**config.mk**
```make
export PLATFORM = sky130hd
export DESIGN_NAME = formic_bctl_trace_in_rec_flat
export DESIGN_NICKNAME = d
export VERILOG_FILES = /design/src/rtl/formic_bctl_trace_in_rec_if.sv /design/src/rtl/formic_bctl_trace_in_rec.sv /design/src/flat_wrapper.sv
export SDC_FILE = /design/constraint.sdc
export NUM_CORES = 1
export LEC_CHECK = 0
export ABC_AREA = 1
export ABC_CLOCK_PERIOD_IN_PS = 8200
export CAP_MARGIN = 20
export CORE_MARGIN = 2
export CORE_UTILIZATION = 45
export DETAILED_ROUTE_END_ITERATION = 7
export PLACE_DENSITY = 0.66
export SYNTH_ARGS = -nofsm -noshare
export SYNTH_HDL_FRONTEND = slang
export SYNTH_SLANG_ARGS = --single-unit
export TNS_END_PERCENT = 30
```
**constraint.sdc**
```tcl
create_clock -name clk -period 8.2 [get_ports clk]
set_clock_uncertainty 0.05 [all_clocks]
set_input_delay 1.64 -clock clk [delete_from_list [all_inputs] [get_ports clk]]
set_output_delay 1.64 -clock clk [all_outputs]
set_load 0.05 [all_outputs]
```
**src/rtl/formic_bctl_trace_in_rec_if.sv**
```systemverilog
// Trace-input handshake bundle for formic_bctl_trace_in_rec.
// The master drives trace words and read/clear controls; the slave is the buffer.
interface formic_bctl_trace_in_rec_if #(
  parameter int DW    = 8,
  parameter int AW    = 6,
  parameter int CNT_W = 16
);
  logic [DW-1:0]    i_data;
  logic             i_valid;
  logic             i_deq;
  logic             i_clr_drops;
  logic [DW-1:0]    o_data;
  logic             o_data_valid;
  logic             o_rec_avail;
  logic [AW:0]      o_words;
  logic             o_drop;
  logic [CNT_W-1:0] o_drop_cnt;

  modport master (
    output i_data, i_valid, i_deq, i_clr_drops,
    input  o_data, o_data_valid, o_rec_avail, o_words, o_drop, o_drop_cnt
  );
  modport slave (
    input  i_data, i_valid, i_deq, i_clr_drops,
    output o_data, o_data_valid, o_rec_avail, o_words, o_drop, o_drop_cnt
  );
endinterface

```
**src/rtl/formic_bctl_trace_in_rec.sv**
```systemverilog
// Record-granular trace input FIFO: whole records are admitted or dropped,
// and readers only ever see committed (complete) records.
module formic_bctl_trace_in_rec #(
  parameter int DW      = 8,
  parameter int REC_LEN = 8,
  parameter int DEPTH   = 64,
  parameter int AW      = 6,
  parameter int CNT_W   = 16
) (
  input logic clk,
  input logic rst,
  formic_bctl_trace_in_rec_if.slave tif
);
  localparam int CW = (REC_LEN > 1) ? $clog2(REC_LEN) : 1;

  typedef enum logic [2:0] {IDLE = 3'b001, ENQ = 3'b010, DROP = 3'b100} state_t;

  state_t        state;
  logic [DW-1:0] mem [DEPTH];
  logic [AW:0]   wr_ptr, cm_ptr, rd_ptr, used, free, words;
  logic [CW-1:0] in_cnt;
  logic          last, room, admit, drop_dec, wr_en, deq;

  // Admission looks only at registered pointers; a same-cycle deq is not credited.
  always_comb begin
    used     = wr_ptr - rd_ptr;
    free     = (AW+1)'(DEPTH) - used;
    room     = free >= (AW+1)'(REC_LEN);
    last     = in_cnt == CW'(REC_LEN - 1);
    admit    = tif.i_valid && (state == IDLE) && room;
    drop_dec = tif.i_valid && (state == IDLE) && !room;
    wr_en    = admit || (tif.i_valid && (state == ENQ));
    words    = cm_ptr - rd_ptr;
    deq      = tif.i_deq && (words != '0);
  end

  assign tif.o_data       = mem[rd_ptr[AW-1:0]];
  assign tif.o_words      = words;
  assign tif.o_data_valid = words != '0;
  assign tif.o_rec_avail  = words >= (AW+1)'(REC_LEN);

  // in_cnt tracks record framing regardless of admit/drop, so the FSM
  // always returns to IDLE exactly on a record boundary.
  always_ff @(posedge clk or posedge rst) begin
    if (rst) begin
      state  <= IDLE;
      in_cnt <= '0;
    end else if (tif.i_valid) begin
      in_cnt <= last ? '0 : in_cnt + CW'(1);
      if (last)               state <= IDLE;
      else if (state == IDLE) state <= room ? ENQ : DROP;
    end
  end

  always_ff @(posedge clk or posedge rst) begin
    if (rst) begin
      wr_ptr <= '0;
      cm_ptr <= '0;
      rd_ptr <= '0;
    end else begin
      if (wr_en) begin
        wr_ptr <= wr_ptr + 1'b1;
        if (last) cm_ptr <= wr_ptr + 1'b1;
      end
      if (deq) rd_ptr <= rd_ptr + 1'b1;
    end
  end

  always_ff @(posedge clk) begin
    if (wr_en) mem[wr_ptr[AW-1:0]] <= tif.i_data;
  end

  // Set beats a same-cycle clear, and clear-with-increment yields 1.
  always_ff @(posedge clk or posedge rst) begin
    if (rst) begin
      tif.o_drop     <= 1'b0;
      tif.o_drop_cnt <= '0;
    end else begin
      if (drop_dec) tif.o_drop <= 1'b1;
      else if (deq) tif.o_drop <= 1'b0;
      if (tif.i_clr_drops)
        tif.o_drop_cnt <= drop_dec ? CNT_W'(1) : '0;
      else if (drop_dec && (tif.o_drop_cnt != '1))
        tif.o_drop_cnt <= tif.o_drop_cnt + 1'b1;
    end
  end
endmodule
```
**src/flat_wrapper.sv**
```systemverilog
// flat-port wrapper written by rule: the top's interface ports become plain ports
module formic_bctl_trace_in_rec_flat 
#(
  parameter int DW      = 8,
  parameter int REC_LEN = 8,
  parameter int DEPTH   = 64,
  parameter int AW      = 6,
  parameter int CNT_W   = 16
)
  (clk, rst, tif_i_data, tif_i_valid, tif_i_deq, tif_i_clr_drops, tif_o_data, tif_o_data_valid, tif_o_rec_avail, tif_o_words, tif_o_drop, tif_o_drop_cnt);
  formic_bctl_trace_in_rec_if #(.DW(DW), .AW(AW), .CNT_W(CNT_W)) tif_i ();
  input logic clk;
  input logic rst;
  input wire logic [$bits(tif_i.i_data)-1:0] tif_i_data;
  input wire logic [$bits(tif_i.i_valid)-1:0] tif_i_valid;
  input wire logic [$bits(tif_i.i_deq)-1:0] tif_i_deq;
  input wire logic [$bits(tif_i.i_clr_drops)-1:0] tif_i_clr_drops;
  output wire logic [$bits(tif_i.o_data)-1:0] tif_o_data;
  output wire logic [$bits(tif_i.o_data_valid)-1:0] tif_o_data_valid;
  output wire logic [$bits(tif_i.o_rec_avail)-1:0] tif_o_rec_avail;
  output wire logic [$bits(tif_i.o_words)-1:0] tif_o_words;
  output wire logic [$bits(tif_i.o_drop)-1:0] tif_o_drop;
  output wire logic [$bits(tif_i.o_drop_cnt)-1:0] tif_o_drop_cnt;
  assign tif_i.i_data = tif_i_data;
  assign tif_i.i_valid = tif_i_valid;
  assign tif_i.i_deq = tif_i_deq;
  assign tif_i.i_clr_drops = tif_i_clr_drops;
  assign tif_o_data = tif_i.o_data;
  assign tif_o_data_valid = tif_i.o_data_valid;
  assign tif_o_rec_avail = tif_i.o_rec_avail;
  assign tif_o_words = tif_i.o_words;
  assign tif_o_drop = tif_i.o_drop;
  assign tif_o_drop_cnt = tif_i.o_drop_cnt;
  formic_bctl_trace_in_rec #(.DW(DW), .REC_LEN(REC_LEN), .DEPTH(DEPTH), .AW(AW), .CNT_W(CNT_W)) u_core (.clk(clk), .rst(rst), .tif(tif_i));
endmodule
```
# ---- Yosys cells after proc, flatten, opt, wreduce, memory -nomap -nowiden
# Memory sizes are Yosys's and may differ from the RTL's.
# Cells that the tools add are included.
dict set report op_classes {
  eq_ne 4
  n_lt_le_gt_ge 2
  reduce_logical 14
  add_sub_neg 7
  n_mux 11
}
# cell n
set op_table {}
lappend op_table {{two-way mux 16 bit} 2}
lappend op_table {{adder 16 x 1 -> 16 bit, second input constant} 1}
lappend op_table {{!= test 16 bit, second input constant} 1}
lappend op_table {{adder 7 x 1 -> 7 bit, second input constant} 2}
lappend op_table {{greater-or-equal comparator 7 x 4 -> 1 bit, second input constant} 2}
lappend op_table {{subtractor 7 bit} 2}
lappend op_table {{two-way mux 3 bit} 4}
lappend op_table {{nonzero test 7 bit} 1}
lappend op_table {{subtractor 7 bit, first input constant} 1}
lappend op_table {{logical AND 1 bit} 6}
lappend op_table {{nonzero test 2 bit} 3}
lappend op_table {{two-way mux 1 bit} 5}
lappend op_table {{AND reduction 2 bit} 2}
lappend op_table {{adder 3 x 1 -> 3 bit, second input constant} 1}
lappend op_table {{equality test 3 x 1 -> 1 bit, second input constant} 1}
lappend op_table {{equality test 3 x 2 -> 1 bit, second input constant} 1}
lappend op_table {{equality test 3 bit, second input constant} 1}
lappend op_table {{zero test 1 bit} 1}
lappend op_table {{logical OR 1 bit} 1}
dict set report totals {
  memories 1
  output_inout_bits 34
  regBits 44
  wordCells 46
  mem_bits_rw 512
  inputBits 13
}
# memory depth width rd rd_clocked_by_memory_dff wr line_no
set mem_list {}
lappend mem_list {u_core.mem 64 8 1 0 1 formic_bctl_trace_in_rec.sv:19} ;# logic [DW-1:0] mem [DEPTH];

# ---- Depth between registers and ports, before layout
# Gate-level depths: netlist of the first run.
dict set report logic_depth {
  ltp_word 8
  ltp_mapped 19
}

# ---- Worst setup path after synthesis of the first run
# No wires, ideal clock.
dict set report synth_timing {
  path_kind {reg2out}
  start {register u_core.rd_ptr[2]}
  end {output port tif_o_rec_avail}
  path_stages_with_launch 10
  t_required_ns 6.510
  n_path_buf 2
  slack_ns 3.667
  t_arrival_ns 2.843
  path_cell_list {dfrtp_1 buf_2 inv_1 clkbuf_1 ha_1 nand2_1 o21ai_1 xor2_1 nor2_1 nand3_1}
}
dict set report synth_via {
  elab_chain_len 2
}
# item line_no
set synth_rtl {}
lappend synth_rtl {{start: declaration} formic_bctl_trace_in_rec.sv:20} ;# logic [AW:0] wr_ptr, cm_ptr, rd_ptr, used, free, words;
lappend synth_rtl {{start signal: assignment} formic_bctl_trace_in_rec.sv:65} ;# if (deq) rd_ptr <= rd_ptr + 1'b1;
lappend synth_rtl {{subtractor 7 bit} formic_bctl_trace_in_rec.sv:33} ;# words = cm_ptr - rd_ptr;
lappend synth_rtl {{via tif_o_words[4]} flat_wrapper.sv:21} ;# output wire logic [$bits(tif_i.o_words)-1:0] tif_o_words;
lappend synth_rtl {{greater-or-equal comparator 7 x 4 -> 1 bit} formic_bctl_trace_in_rec.sv:40} ;# assign tif.o_rec_avail = words >= (AW+1)'(REC_LEN);
lappend synth_rtl {{end: declaration} flat_wrapper.sv:20} ;# output wire logic [$bits(tif_i.o_rec_avail)-1:0] tif_o_rec_avail;
# The timed path passes the listed nets, and every way through them passes these cells.

# ---- Final worst setup path of the first run
dict set report layout_timing {
  start {register u_core.rd_ptr[1]}
  end {output port tif_o_data[6]}
}
dict set report layout_via {
  elab_chain_len 1
}
# item line_no
set layout_rtl {}
lappend layout_rtl {{memory read (64 x 8 bit)} --}
lappend layout_rtl {{end: declaration} flat_wrapper.sv:18} ;# output wire logic [$bits(tif_i.o_data)-1:0] tif_o_data;
# No other way between the ends.

==> results.ini, run 1 <==
[outcome]
outcome=finished clean

[global_route]
grt_pass1_wl_um=91680
antenna_found_initial=0
gr-total-overflow=0
grt_max_degree=139
grt_pass1_vias=15218
grt_util_all_layers_pct=22.44

[cts]
cts.clk_slew.worst_paths_ns=0.06
cts_buffer_depth=3
cts_hold_buf=0
postCtsSetupBuffers=0
cts_tree=done
cts.sinks=556
clk_latency_ns=0.61
clock-root-buffer=clkbuf_16
cts-resized-gates=0
numCtsBuffers=54
htreeDepth=2

[sta]
finalMaxSlewViolations=0
fin_crit_ns=6.460
finalHoldViolCount=0
fin_crit_sh_pct=78.78
max_freq_mhz=154.8
slew-limit-headroom_pct=29.37
setup_viol=0
rsz0062_at_grt=no
worst_pin_slew_ns=1.056
finalSetupTns_ns=0

[drt]
drt_first_pass_iters=5
wl_met3_um=5387
dr_wl_met2_um=27800
post_drt_via_cell_ratio=5.761
avgRoutedWirePerCell_um=21.82
vias=15976
wl_met1_um=25480
drtIter0Drc=1953
drc_errors=0
wl_um=60520
ant_nets=0
highest_layer=met4

[yosys]
yosysUniqueCellTypes=37
synth_ff_type=edfxtp_1
synth_edf_count=512
post-synth-top-count-cell=edfxtp_1
synth_seq_cells=556
postSynthCellCount=2042
synth_area_leaders=edfxtp_1, nor2_1, o21ai_0
yosysSeqAreaShare_pct=70.00
yosysWarnings=0
synth_nets=2079
synth_top_cell_area_share_pct=65.32
synth-async-reset-ratio_pct=7.914
yosysTopAreaCell=edfxtp_1
synth.avg_cell_area_um2=11.53
yosys-top-cells-count=edfxtp_1, nor2_1, o21ai_0, nand2_1, nand3_1
netlist_area_um2=23540

[layout]
syn2layout_area_growth_pct=11.12
finish.utilization_pct=50.78
nets=2088
drive_gt1_share_pct=6.259
nFillCells=4463
fin_area_um2=26160
insertedDiodeCount=0

[worst_setup_path]
worstSetupStartpointType=register
cp_top_family=simple AND/OR/NAND/NOR gates
r2r_start=u_core.rd_ptr[0]
cp_slowest_cell=nor2_1
worstPathArrival_ns=4.77
cp-startpoint=u_core.rd_ptr[1]
worstPathRequired_ns=6.51
cpPeakStageDelay_ns=0.94
criticalPathCategory=register to primary output
path_cells=inv_2 > nor2_1 > a22oi_1 > a21oi_1 > nor2_1 > nand2_1 > nand3_1 > nand2_1 > clkdlybuf4s50_1
cp-end-kind=primary output
crit_buf_inv=2
critPathMaxFanout=54

[power_and_ir_drop]
p_sw_share_pct=37.76
intPower_w=0.005381
power_frac_clock_pct=27.5
p_leak_nw=8.971
combinationalPowerShare_pct=33.8
p_sw_w=0.003264
ir_drop_mv=0.5738
p_per_area_nw_per_um2=330.5
p_seq_share_pct=38.7

[die]
io_pins=47
rows=83
dieArea_um2=54150
die_y_um=232.7
core_area_um2=51510
die_x_um=232.7
start_util_pct=45.70

[job]
cap_viol_max_count=0

[hold_path]
min_path_type=register to register
min_from=u_core.tif.o_drop

[place]
placedInstanceArea_um2=24450
hpwlAfterDp_um=35350
io_buffers=46
gp_congestion=0.8588

## cells in the final DEF, fill, tap and decap left out, drive strengths merged, types with 3 or more instances in the layout
cell type and instances:
a22oi 11, xnor2 5, dfrtp 43, clkbuf 70, o221ai 4, ha 22
nand3 105, nand4 8, bufinv 3, nor3 16, edfxtp 512, a21oi 31
nor2 437, nand2 241, o21ai 272, inv 83, clkdlybuf4s50 38, buf 29
xor2 19, o211ai 60, o22ai 50, clkinv 26
## through the flow
stage          worst slack [ns]  total power [W]  hold WS [ns]  instances
3_3_place_gp              2.430         0.006230        0.4094       2673
2_1_floorplan             3.667         0.005329        0.3919       2042
5_1_grt                   1.576         0.009057        0.4520       2773
3_5_place_dp              2.402         0.006281        0.4135       2673
4_1_cts                   1.745         0.008645        0.4289       2771
6_report                  1.740         0.008645        0.4208       2773
## power groups by stage
stage	combinational [W]	sequential, W	clock [W]
2_1_floorplan	0.00203	0.00330	0
3_3_place_gp	0.00283	0.00340	0
3_5_place_dp	0.00288	0.00340	0
4_1_cts	0.00290	0.00334	0.00240
5_1_grt	0.00319	0.00336	0.00251
6_report	0.00292	0.00335	0.00238
## worst min-delay path, stage by stage (launching register included)
cell and delay, ns:
dfrtp_1 0.34, nand2_1 0.05, nand2_1 0.05
## cell families after synthesis
kind of cell / Yosys count / share of synthesized area (%)
compound gates: 431 / 10.28
simple gates: 808 / 13.90
flops: 556 / 70.00
fa+ha+maj: 24 / 1.340
xor+xnor: 24 / 0.8930
buf+inv: 199 / 3.583
## sequential cells by signal, summed over array words and instances, names as in the netlist
signal	flops
u_core.tif.o_drop_cnt	16
u_core.mem	512
u_core.wr_ptr	7
u_core.in_cnt	3
u_core.cm_ptr	7
u_core.tif.o_drop	1
u_core.rd_ptr	7
u_core.state	3
## routing by layer
metal	GRT usage (%)	vias to the layer above
met4	8.300	0
li1	-	7258
met5	0	-
met3	4.167	98
met2	34.69	742
met1	31.74	7878
## cell type report
class | count | area (µm²) | area share [%]
sequential | 556 | 16490 | 63.03
multi-input combinational | 1287 | 6225 | 23.80
clock buffer | 70 | 1453 | 5.554
tap | 680 | 850.8 | 3.253
timing repair buffer | 67 | 603.1 | 2.306
inverter | 85 | 324.1 | 1.239
clock inverter | 28 | 214.0 | 0.8180
## path summary, 6_finish.rpt
| path | endpoint | slack (ns) | cells past startpoint |
|---|---|---|---|
| worst max register to register | u_core.mem[52][0] | 2.64 | 14 |
| worst max-delay path | tif_o_data[6] | 1.74 | 9 |
| worst min register to register | u_core.tif.o_drop | 0.42 | 2 |
| min in group asynchronous | u_core.rd_ptr[6] | 1.52 | 2 |
| worst min-delay path | u_core.tif.o_drop | 0.42 | 2 |
| max in group asynchronous | u_core.rd_ptr[1] | 5.89 | 2 |
Note: power is estimated with default switching activity, not from simulation.
==> inputs of run 2 (changes only) <==
--- a/config.mk
+++ b/config.mk
@@ -6,12 +6,12 @@
 export NUM_CORES = 1
 export LEC_CHECK = 0
 export ABC_AREA = 1
-export ABC_CLOCK_PERIOD_IN_PS = 8200
+export ABC_CLOCK_PERIOD_IN_PS = 5300
 export CAP_MARGIN = 20
 export CORE_MARGIN = 2
 export CORE_UTILIZATION = 45
 export DETAILED_ROUTE_END_ITERATION = 7
-export PLACE_DENSITY = 0.66
+export PLACE_DENSITY = 0.68
 export SYNTH_ARGS = -nofsm -noshare
 export SYNTH_HDL_FRONTEND = slang
 export SYNTH_SLANG_ARGS = --single-unit
==> constraint.sdc (replaced) <==
create_clock -name clk -period 5.3 [get_ports clk]
set_clock_uncertainty 0.05 [all_clocks]
set_input_delay 1.06 -clock clk [delete_from_list [all_inputs] [get_ports clk]]
set_output_delay 1.06 -clock clk [all_outputs]
set_load 0.05 [all_outputs]
==> run 2 against run 1 <==
- wire length fell by 2.8%
- first-iteration DRC count fell by 5.9%
- clock power rose by 70%
- die area did not move
- critical endpoint is now tif_o_data[5]
- highest routed layer unchanged
==> results.ini, run 2 (synthesized netlist as in run 1, its figures left out) <==
[worst_setup_path]
worstPathArrival_ns=3.75
cp-startpoint=u_core.rd_ptr[1]
reg2reg_slack_ns=1.13
critPathMaxFanout=32
r2r_start=u_core.rd_ptr[0]
worstSetupStartpointType=register
criticalPathCategory=register to primary output
cp-end-kind=primary output
worstPathRequired_ns=4.19

[sta]
slew-limit-headroom_pct=25.07
fin_crit_ns=4.860
max_freq_mhz=205.8
finalSetupTns_ns=0
worst_pin_slew_ns=1.120
finalHoldViolCount=0
finalMaxSlewViolations=0
fin_crit_sh_pct=91.69
setup_viol=0
rsz0062_at_grt=no

[layout]
final_common_cell=edfxtp_1
drive_gt1_share_pct=7.474
most-common-layout-cells=edfxtp_1, nor2_1, o21ai_0
insertedDiodeCount=0
finish.utilization_pct=51.51
nFillCells=4463
nets=2104
largest_reg_flops=512
syn2layout_area_growth_pct=12.72

[power_and_ir_drop]
p_sw_w=0.005088
p_leak_nw=9.155
combinationalPowerShare_pct=33.8
p_seq_share_pct=36.8
power_frac_clock_pct=29.4
p_per_area_nw_per_um2=518.3
intPower_w=0.008663
p_sw_share_pct=37.00
ir_drop_mv=1.048

[die]
die_y_um=232.7
io_pins=47
start_util_pct=45.70
core_area_um2=51510
rows=83
die_x_um=232.7
dieArea_um2=54150

[global_route]
grt_util_all_layers_pct=21.87
antenna_found_initial=0
grt_max_degree=141
grt_pass1_wl_um=90710
grt_pass1_vias=15509
gr-total-overflow=0

[cts]
numCtsBuffers=55
clock-root-buffer=clkbuf_16
htreeDepth=2
cts_buffer_depth=3
postCtsSetupBuffers=0
cts_hold_buf=0
cts.clk_slew.worst_paths_ns=0.06
cts-resized-gates=0
clk_latency_ns=0.62
cts.sinks=556
cts_tree=done

[place]
hpwlAfterDp_um=34870
io_buffers=46
gp_congestion=0.8522

[drt]
drt_first_pass_iters=6
post_drt_via_cell_ratio=5.708
avgRoutedWirePerCell_um=21.04
drc_errors=0
drtIter0Drc=1837
vias=15949
wl_um=58790
ant_nets=0

[hold_path]
min_path_type=register to register
min_from=u_core.tif.o_drop

[outcome]
outcome=finished clean

[job]
cap_viol_max_count=0

## run 2: changes by cell type in the layout (fill, tap and decap cells not counted), moves of 3 or more
cell / previous run / this run
clkinv_1: 15 / 18
bufinv_16: 3 / 8
clkbuf_1: 13 / 8
buf_4: 19 / 34
buf_12: 2 / 5
clkinvlp_4: 1 / 5
clkdlybuf4s50_1: 38 / 34
clkinv_2: 11 / 8
## run 2: critical path, stage by stage (launching register included)
cell	delay, ns
dfrtp_4	0.50
inv_2	0.25
buf_4	0.43
buf_4	0.35
o21ai_0	0.14
o22ai_1	0.12
o211ai_1	0.14
nand2_1	0.13
nand3_1	0.10
nand2_1	0.15
clkdlybuf4s50_1	0.82
## run 2: final cells by class
type / count / area (µm²) / share of cell area, %
tap: 680 / 850.8 / 3.207
multi-input combinational: 1287 / 6220 / 23.44
clock inverter: 38 / 429.2 / 1.618
timing repair buffer: 82 / 763.2 / 2.877
clock buffer: 66 / 1459 / 5.499
sequential: 556 / 16490 / 62.14
inverter: 85 / 324.1 / 1.221
## run 2: metal layers
layer / part of all wire (%) / global-route usage (%) / wire [µm]
met1: 42 / 30.51 / 24500
met2: 46 / 34.14 / 27000
met3: 8.8 / 4.105 / 5179
met4: 3.6 / 8.300 / 2116
met5: 0 / 0 / 0
## run 2: stage by stage
step | std cells | setup slack, ns | instance area (µm²) | hold slack, ns | total power [W]
finish | 2794 | 0.4404 | 26530 | 0.4309 | 0.01375
global route | 2794 | 0.2138 | 26530 | 0.4592 | 0.01440
CTS | 2793 | 0.4236 | 26500 | 0.4338 | 0.01376
detailed placement | 2689 | 1.109 | 24620 | 0.4186 | 0.009732
global placement | 2689 | 1.123 | 24620 | 0.4089 | 0.009663
floorplan | 2042 | 1.347 | 23540 | 0.3919 | 0.008246
## run 2: final timing paths
kind,endpoint,depth (start not counted)
worst max-delay path,tif_o_data[5],10
worst min-delay path,u_core.tif.o_drop,2
worst max register to register,u_core.mem[62][6],14
worst min register to register,u_core.tif.o_drop,2
max in group asynchronous,u_core.rd_ptr[1],3
min in group asynchronous,u_core.wr_ptr[6],2
## run 2: power by group through the flow
| stage | clock [W] | sequential [W] | combinational [W] |
|---|---|---|---|
| after floorplan | 0 | 0.00511 | 0.00314 |
| after global routing | 0.00425 | 0.00508 | 0.00507 |
| after detailed placement | 0 | 0.00515 | 0.00458 |
| after global placement | 0 | 0.00514 | 0.00452 |
| after CTS | 0.00408 | 0.00506 | 0.00462 |
| final | 0.00404 | 0.00506 | 0.00465 |
